<file path="config.mk">
export PLATFORM = sky130hd
export DESIGN_NAME = lowact_scan_decoder_flat
export DESIGN_NICKNAME = d
export VERILOG_FILES = /design/src/rtl/lowact_scan_decoder_pkg.sv /design/src/rtl/lowact_scan_decoder_if.sv /design/src/rtl/lowact_scan_decoder_scan_timer.sv /design/src/rtl/lowact_scan_decoder.sv /design/src/flat_wrapper.sv
export SDC_FILE = /design/constraint.sdc
export NUM_CORES = 1
export LEC_CHECK = 0
export BUFFER_PORTS_ARGS = -buffer_cell sky130_fd_sc_hd__buf_2
export CAP_MARGIN = 20
export CORE_MARGIN = 2
export CORE_UTILIZATION = 45
export CTS_CLUSTER_DIAMETER = 60
export DETAILED_ROUTE_END_ITERATION = 6
export GPL_TIMING_DRIVEN = 1
export PLACE_DENSITY_LB_ADDON = 0.08
export RECOVER_POWER = 50
export SLEW_MARGIN = 20
export SYNTH_ARGS = -nofsm -noshare
export SYNTH_HDL_FRONTEND = slang
export SYNTH_HIERARCHICAL = 1
export SYNTH_SLANG_ARGS = --single-unit
</file>
<file path="constraint.sdc">
create_clock -name clk -period 1.4 [get_ports clk]
set_clock_uncertainty 0.05 [all_clocks]
set_input_delay 0.21 -clock clk [delete_from_list [all_inputs] [get_ports clk]]
set_output_delay 0.21 -clock clk [all_outputs]
set_load 0.05 [all_outputs]
</file>
<file path="src/rtl/lowact_scan_decoder_pkg.sv">
// Shared types, mode constants and the one-cold line decode for the
// active-low scan decoder.
package decoder_pkg;

    typedef enum logic [1:0] {
        IDLE,
        DIRECT,
        SCAN_ON,
        SCAN_BLANK
    } state_t;

    localparam logic MODE_DIRECT = 1'b0;
    localparam logic MODE_SCAN   = 1'b1;

    localparam int MAX_SEL_W = 8;
    localparam int MAX_OUTS  = 2 ** MAX_SEL_W;

    // Callers truncate the result to their own output count.
    function automatic logic [MAX_OUTS-1:0] one_cold(input logic [MAX_SEL_W-1:0] line);
        return ~({{(MAX_OUTS-1){1'b0}}, 1'b1} << line);
    endfunction

endpackage

</file>
<file path="src/rtl/lowact_scan_decoder_if.sv">
// Select/output bundle between a controller and the scan decoder.
interface lowact_scan_decoder_if #(
    parameter int SEL_W = 2
);
    localparam int OUTS = 2 ** SEL_W;

    logic             en;
    logic             mode;
    logic [SEL_W-1:0] sel;
    logic [OUTS-1:0]  y_n;
    logic [SEL_W-1:0] idx;
    logic             wrap;

    modport master (
        output en, mode, sel,
        input  y_n, idx, wrap
    );

    modport slave (
        input  en, mode, sel,
        output y_n, idx, wrap
    );

endinterface

</file>
<file path="src/rtl/lowact_scan_decoder_scan_timer.sv">
// Dwell counter for scan mode: counts 0..DWELL-1 while inc is high and
// flags the last dwell cycle on tc.
module scan_timer #(
    parameter int DWELL = 4
) (
    input  logic clk,
    input  logic rst_n,
    input  logic inc,
    input  logic clr,
    output logic tc
);

    localparam int CW = (DWELL > 1) ? $clog2(DWELL) : 1;
    localparam logic [CW-1:0] TC_VAL = CW'(DWELL - 1);

    logic [CW-1:0] cnt_q;

    assign tc = (cnt_q == TC_VAL);

    always_ff @(posedge clk) begin
        if (!rst_n || clr) begin
            cnt_q <= '0;
        end else if (inc) begin
            cnt_q <= tc ? '0 : cnt_q + CW'(1);
        end
    end

endmodule

</file>
<file path="src/rtl/lowact_scan_decoder.sv">
// Active-low N-to-2^N decoder with registered outputs: direct select or an
// autonomous scan with programmable dwell and optional blanking.
module lowact_scan_decoder
    import decoder_pkg::*;
#(
    parameter int SEL_W = 2,
    parameter int DWELL = 4,
    parameter int BLANK = 1
) (
    input  logic                   clk,
    input  logic                   rst_n,
    lowact_scan_decoder_if.slave   bus
);

    localparam int OUTS = 2 ** SEL_W;

    state_t           state_q, state_d;
    logic [OUTS-1:0]  y_n_q, y_n_d;
    logic [SEL_W-1:0] idx_q, idx_d;
    logic             wrap_q, wrap_d;
    logic             tmr_inc, tmr_clr, tmr_tc;
    logic [SEL_W-1:0] idx_inc;

    function automatic logic [OUTS-1:0] line_n(input logic [SEL_W-1:0] line);
        return OUTS'(one_cold(MAX_SEL_W'(line)));
    endfunction

    scan_timer #(.DWELL(DWELL)) u_timer (
        .clk   (clk),
        .rst_n (rst_n),
        .inc   (tmr_inc),
        .clr   (tmr_clr),
        .tc    (tmr_tc)
    );

    assign idx_inc = idx_q + SEL_W'(1);

    // Next-state and next-output values: everything is computed for the
    // state being entered, so y_n/idx are pure registers with no input path.
    always_comb begin
        state_d = state_q;
        y_n_d   = '1;
        idx_d   = idx_q;
        wrap_d  = 1'b0;
        tmr_inc = 1'b0;
        tmr_clr = 1'b1;

        if (!bus.en) begin
            state_d = IDLE;
            idx_d   = '0;
        end else if (bus.mode == MODE_DIRECT) begin
            state_d = DIRECT;
            y_n_d   = line_n(bus.sel);
            idx_d   = bus.sel;
        end else begin
            case (state_q)
                SCAN_ON: begin
                    tmr_inc = 1'b1;
                    tmr_clr = 1'b0;
                    if (!tmr_tc) begin
                        y_n_d = line_n(idx_q);
                    end else if (BLANK == 1) begin
                        state_d = SCAN_BLANK;
                    end else begin
                        idx_d  = idx_inc;
                        y_n_d  = line_n(idx_inc);
                        wrap_d = &idx_q;
                    end
                end
                SCAN_BLANK: begin
                    state_d = SCAN_ON;
                    idx_d   = idx_inc;
                    y_n_d   = line_n(idx_inc);
                    wrap_d  = &idx_q;
                end
                default: begin
                    state_d = SCAN_ON;
                    idx_d   = '0;
                    y_n_d   = line_n('0);
                end
            endcase
        end
    end

    always_ff @(posedge clk) begin
        if (!rst_n) begin
            state_q <= IDLE;
            y_n_q   <= '1;
            idx_q   <= '0;
            wrap_q  <= 1'b0;
        end else begin
            state_q <= state_d;
            y_n_q   <= y_n_d;
            idx_q   <= idx_d;
            wrap_q  <= wrap_d;
        end
    end

    assign bus.y_n  = y_n_q;
    assign bus.idx  = idx_q;
    assign bus.wrap = wrap_q;

endmodule

</file>
<file path="src/flat_wrapper.sv">
// flat-port wrapper written by rule: the top's interface ports become plain ports
module lowact_scan_decoder_flat import decoder_pkg::*;
#(
    parameter int SEL_W = 2,
    parameter int DWELL = 4,
    parameter int BLANK = 1
)
  (clk, rst_n, bus_en, bus_mode, bus_sel, bus_y_n, bus_idx, bus_wrap);
  lowact_scan_decoder_if #(.SEL_W(SEL_W)) bus_i ();
  input  logic clk;
  input  logic rst_n;
  input wire logic [$bits(bus_i.en)-1:0] bus_en;
  input wire logic [$bits(bus_i.mode)-1:0] bus_mode;
  input wire logic [$bits(bus_i.sel)-1:0] bus_sel;
  output wire logic [$bits(bus_i.y_n)-1:0] bus_y_n;
  output wire logic [$bits(bus_i.idx)-1:0] bus_idx;
  output wire logic [$bits(bus_i.wrap)-1:0] bus_wrap;
  assign bus_i.en = bus_en;
  assign bus_i.mode = bus_mode;
  assign bus_i.sel = bus_sel;
  assign bus_y_n = bus_i.y_n;
  assign bus_idx = bus_i.idx;
  assign bus_wrap = bus_i.wrap;
  lowact_scan_decoder #(.SEL_W(SEL_W), .DWELL(DWELL), .BLANK(BLANK)) u_core (.clk(clk), .rst_n(rst_n), .bus(bus_i));
endmodule
</file>
# --- Word level (Yosys, flattened, before mapping) ---
# Cells that the tools add are included.
totals:
  elab_cells: 41
  in_bits: 6
  ff_bits: 11
  out_inout_bits: 7
op_classes:
  n_shift: 3
  bitwise: 3
  n_addsub: 2
  n_reduce_logical: 6
  mux: 15
  eq_ne: 6
op_table:
  columns: ["operator", "n"]
  rows:
  - ["$not 4->4", 3]
  - ["$shl 1x2->4 const A", 3]
  - ["$mux 2", 4]
  - ["$mux 4", 2]
  - ["$pmux 4 s2", 1]
  - ["$mux 1", 7]
  - ["$eq 2x2->1 const B", 3]
  - ["$add 2x1->2 const B", 2]
  - ["$pmux 2 s2", 1]
  - ["$reduce_and 2->1", 2]
  - ["$reduce_and 4->1", 1]
  - ["$ne 3x2->1 const B", 1]
  - ["$reduce_and 3->1", 1]
  - ["$ne 2x1->1 const B", 1]
  - ["$ne 2x2->1 const B", 1]
  - ["$logic_not 1->1", 1]
  - ["$logic_or 1x1->1", 1]

# --- Depth between registers and ports, before layout ---
logic_depth:
  word_depth: 5
  mapped_depth: 6
  mapped_depth_nobuf: 5

# --- Cells and area by module ---
# The synthesis kept the hierarchy.
modules_own_cells:
  columns: ["mod", "area_each_um2", "cells_per_inst", "instances", "seq_area_each_um2"]
  rows:
  - ["lowact_scan_decoder", 520.5, 52, 1, 180.2]
  - ["scan_timer", 96.3, 9, 1, 40.0]

# --- Worst setup path before layout ---
# No wires, ideal clock.
synth_path:
  kind: "register to register"
  start: "register u_core.idx_q[0], in the netlist u_core/bus.idx[0]"
  end: "register u_core.idx_q[1], in the netlist u_core/bus.idx[1]"
  required_time_ns: 1.230
  n_path_buf: 0
  arrival_time_ns: 1.540
  slack_ns: -0.311
  setup_ns: 0.120
  path_stages_with_launch: 6
  period_less_slack_ns: 1.711
  cell_sequence: "dfxtp_1 -> inv_1 -> ha_1 -> mux2i_1 -> o22ai_1 -> nor2b_1"
synth_via:
  elab_chain_len: 3
synth_lines:
  columns: ["item", "line", "rtl"]
  rows:
  - ["start, declared", "lowact_scan_decoder.sv:19", "logic [SEL_W-1:0] idx_q, idx_d;"]
  - ["start signal, assigned", "lowact_scan_decoder.sv:94", "idx_q <= idx_d;"]
  - ["$add 2x1->2", "lowact_scan_decoder.sv:36", "assign idx_inc = idx_q + SEL_W'(1);"]
  - ["$pmux 2 s2", "lowact_scan_decoder.sv:56", "case (state_q)"]
  - ["$mux 2", "lowact_scan_decoder.sv:51", "end else if (bus.mode == MODE_DIRECT) begin"]
# Every way passes these cells.
# A chain may end at the register's enable or synchronous reset.

# --- Worst setup path in the final report ---
layout_path:
  start: "register u_core.state_q[1]"
  end: "register u_core.u_timer.cnt_q[0]"
layout_via:
  elab_cells_between_ends: 8
  classes_between: "eq/ne (1); mux (6); reduce/logical (1)"
layout_lines:
  columns: ["item", "line", "rtl"]
  rows:
  - ["start, declared", "lowact_scan_decoder.sv:17", "state_t state_q, state_d;"]
  - ["start signal, assigned", "lowact_scan_decoder.sv:92", "state_q <= state_d;"]
  - ["$eq 2x2->1", "lowact_scan_decoder.sv:56", null]
  - ["$mux 1", "lowact_scan_decoder.sv:56", null]
  - ["$mux 1", "lowact_scan_decoder.sv:51", null]
  - ["$mux 1", "lowact_scan_decoder.sv:48", "if (!bus.en) begin"]
  - ["named net u_core.tmr_inc", "lowact_scan_decoder.sv:21", "logic tmr_inc, tmr_clr, tmr_tc;"]
  - ["end signal, assigned", "lowact_scan_decoder_scan_timer.sv:24", "cnt_q <= tc ? '0 : cnt_q + CW'(1);"]
  - ["end, declared", "lowact_scan_decoder_scan_timer.sv:16", "logic [CW-1:0] cnt_q;"]
# The timed path passes the listed nets, and every way through them passes these cells.

==> metrics.cfg <==
[layout]
drive_gt1_share_pct=40.7
nets=97
syn2layout_area_growth_pct=24.7
stdcell_count=96
n_antenna_cell=0

[floorplan]
rows=13
dieWidth_um=41.0
die_h_um=41.0
start_util_pct=48.0
core_area_sq_um=1280
pin_count=13
die_area_sq_um=1680

[timing]
hold_viol=0
slew_headroom_pct=79.3
post-route-min-period_ns=1.32
drv_slew=0
worstMarginPinSlew_ns=0.311
whs_ns=0.126
max_freq_mhz=757
fin_ws_ns=0.0785
period_share_pct=94.4
setup_viol=0

[clock_network]
ctsHtreeMaxLevel=1
worst_skew_pair.late_latency_ns=0.27
cts_root_buf=clkbuf_4
cts_tree=done
cts-buffers-inserted=3
cts_sinks=11
cts_buffer_depth=2
clkTransAtPathRegs_ns=0.07
hold_buffers=0

[worst_setup_path]
r2r_slack_ns=0.08
critPathLaunch=u_core/state_q[1]
slowest_stage=dfxtp_1
crit_chain=nand2_4, nor3b_2, or3b_1, a21oi_2
worstPathMaxFanout=7
critical_path_class=flop to flop
cp_data_arrival_time_ns=1.48
slowest_delay_ns=0.40
r2r-start=u_core/state_q[1]
start_kind=flop
cp_data_required_time_ns=1.55
setup.worst_path.end_class=flop

[yosys]
synth_top_area_cell=dfxtp_1
synth.area.mux_share_pct=3.25
synth.top_cells.by_count=11 x dfxtp_1, 9 x ha_1, 4 x inv_1, 4 x nor2_1, 3 x a22oi_1
yosysWarnings=6
syn_inst=61
ys_ff_latch=11
yosys.area_share.xor_xnor_pct=1.42
synth-simple-area-share_pct=17.0
synth_top_family_by_area=compound AO/OA/AOI/OAI gates
yosysUniqueCellTypes=28
synth_top_area_share_pct=35.7
ys_top_cells_by_area=dfxtp_1 36%, ha_1 18%, a22oi_1 3.7%
ys_seq_area_share_pct=35.7
syn_avg_cell_area_sq_um=10.1
synth_adder_area_share_pct=18.3
yosysMostFrequentCell=dfxtp_1
ys.flop_type=dfxtp_1
synth_nets=76
synth_compound_area_share_pct=19.3
async_reset_ff_share_pct=0
synth_edf_count=0
synth_area_sq_um=617

[power_and_ir_drop]
internal-power_w=0.000461
totalPowerFinal_w=0.000629
seqPwrFrac_pct=51.6
ir_worst_vdd_uv=349
share_comb_of_total_power_pct=13.5
p_leak_nw=0.333
power.share.clock_pct=34.9
switching_share_pct=26.8
p_sw_w=0.000168
powerDensity_nw_per_um2=817

[drt]
drtPass1Iterations=4
first_iter_violations=27
wl_per_cell_um=13.5
antenna_left=0
drt-vias-per-instance=5.40
wl_um=1290
drcViolationCount=0
vias=518

[global_route]
grt_max_degree=8
grt_pass1_wl_um=1850
grt-ovfl-total=0
grt_usage_pct=17.8
grt_pass1_vias=447
antenna_found_initial=0

[placed_design]
dp.cells=90
io_buffer_count=12
post-dp-hpwl_um=879
dp_slack_ns=0.0553
gp_congestion=0.761

[job]
cap_viol_max_count=0

[worst_hold_path]
min_from=bus_en
hold_path_class=primary input to flop

[status]
outcome=completed

==> stage by stage <==
step / TNS [ns] / instance area, sq um / utilization, %
floorplan: 0 / 624 / -
global placement: 0 / 717 / 55.8
detailed placement: 0 / 717 / 55.8
CTS: 0 / 743 / 57.8
global route: -0.000827 / 769 / 59.9
finish: 0 / 769 / 59.9
==> routing by layer <==
layer  vias up  global-route usage, %  share of wire (%)
met1       233                   22.9                 48
li1        260                      -                  -
met4         0                   12.5               0.77
met5         -                      0                  0
met3         2                   4.89                6.1
met2        23                   25.0                 45
==> logic make-up after synthesis <==
group                      Yosys count
DFF                                 11
and+or+nand+nor                     17
buffers and inverters                6
adders and majority gates            9
muxes                                2
AOI/OAI and AO/OA                   15
xor gates and xnor gates             1
==> sequential cells by signal, indices dropped and copies added, names as in the netlist <==
signal / flops
u_core/bus.wrap: 1
u_core/state_q: 2
u_core/bus.idx: 2
u_core/u_timer/cnt_q: 2
u_core/bus.y_n: 4
==> repair_timing <==
item	CTS	global route
setup endpoints to repair	0	6
setup buffers	0	2
gates resized for setup	0	5
==> placed cells by master, fill, tap and decap left out, types with 2 or more instances in the layout <==
cell type	instances
nor2_1	3
ha_1	9
clkbuf_4	3
mux2i_1	2
clkbuf_1	2
dfxtp_4	2
inv_1	2
a211o_1	2
a21boi_0	2
buf_2	11
a22oi_1	3
nor3b_2	2
a211o_2	2
inv_2	2
nand2_1	2
nand2b_1	2
buf_4	6
dfxtp_1	9
==> final timing paths <==
path	endpoint	depth (start not counted)
hold reg to reg	u_core/u_timer/cnt_q[1]	2
setup / recovery	u_core/u_timer/cnt_q[0]	4
hold / removal	u_core/bus.y_n[0]	2
setup reg to reg	u_core/u_timer/cnt_q[0]	4
==> area by class of cell <==
class,instances,area [sq um]
Timing Repair Buffer,18,104
Clock buffer,4,26.3
Fill cell,111,515
Tap cell,15,18.8
Inverter,4,15.0
Multi-Input combinational cell,44,378
Sequential cell,11,228
==> worst max-delay path: cells and delay by family, from the launching register on <==
kind	cells	cell delay [ns]
flip-flops	1	0.40
AO/OA/AOI/OAI	1	0.12
AND/OR/NAND/NOR	3	0.69
==> power by group through the flow <==
stage	Clock, W	Combinational, W	Sequential (W)
floorplan	0	0.0000408	0.000345
global placement	0	0.0000778	0.000331
detailed placement	0	0.0000783	0.000331
CTS	0.000234	0.0000788	0.000324
global route	0.000243	0.0000922	0.000326
finish	0.000220	0.0000847	0.000324
Note: power is estimated with default switching activity, not from simulation.
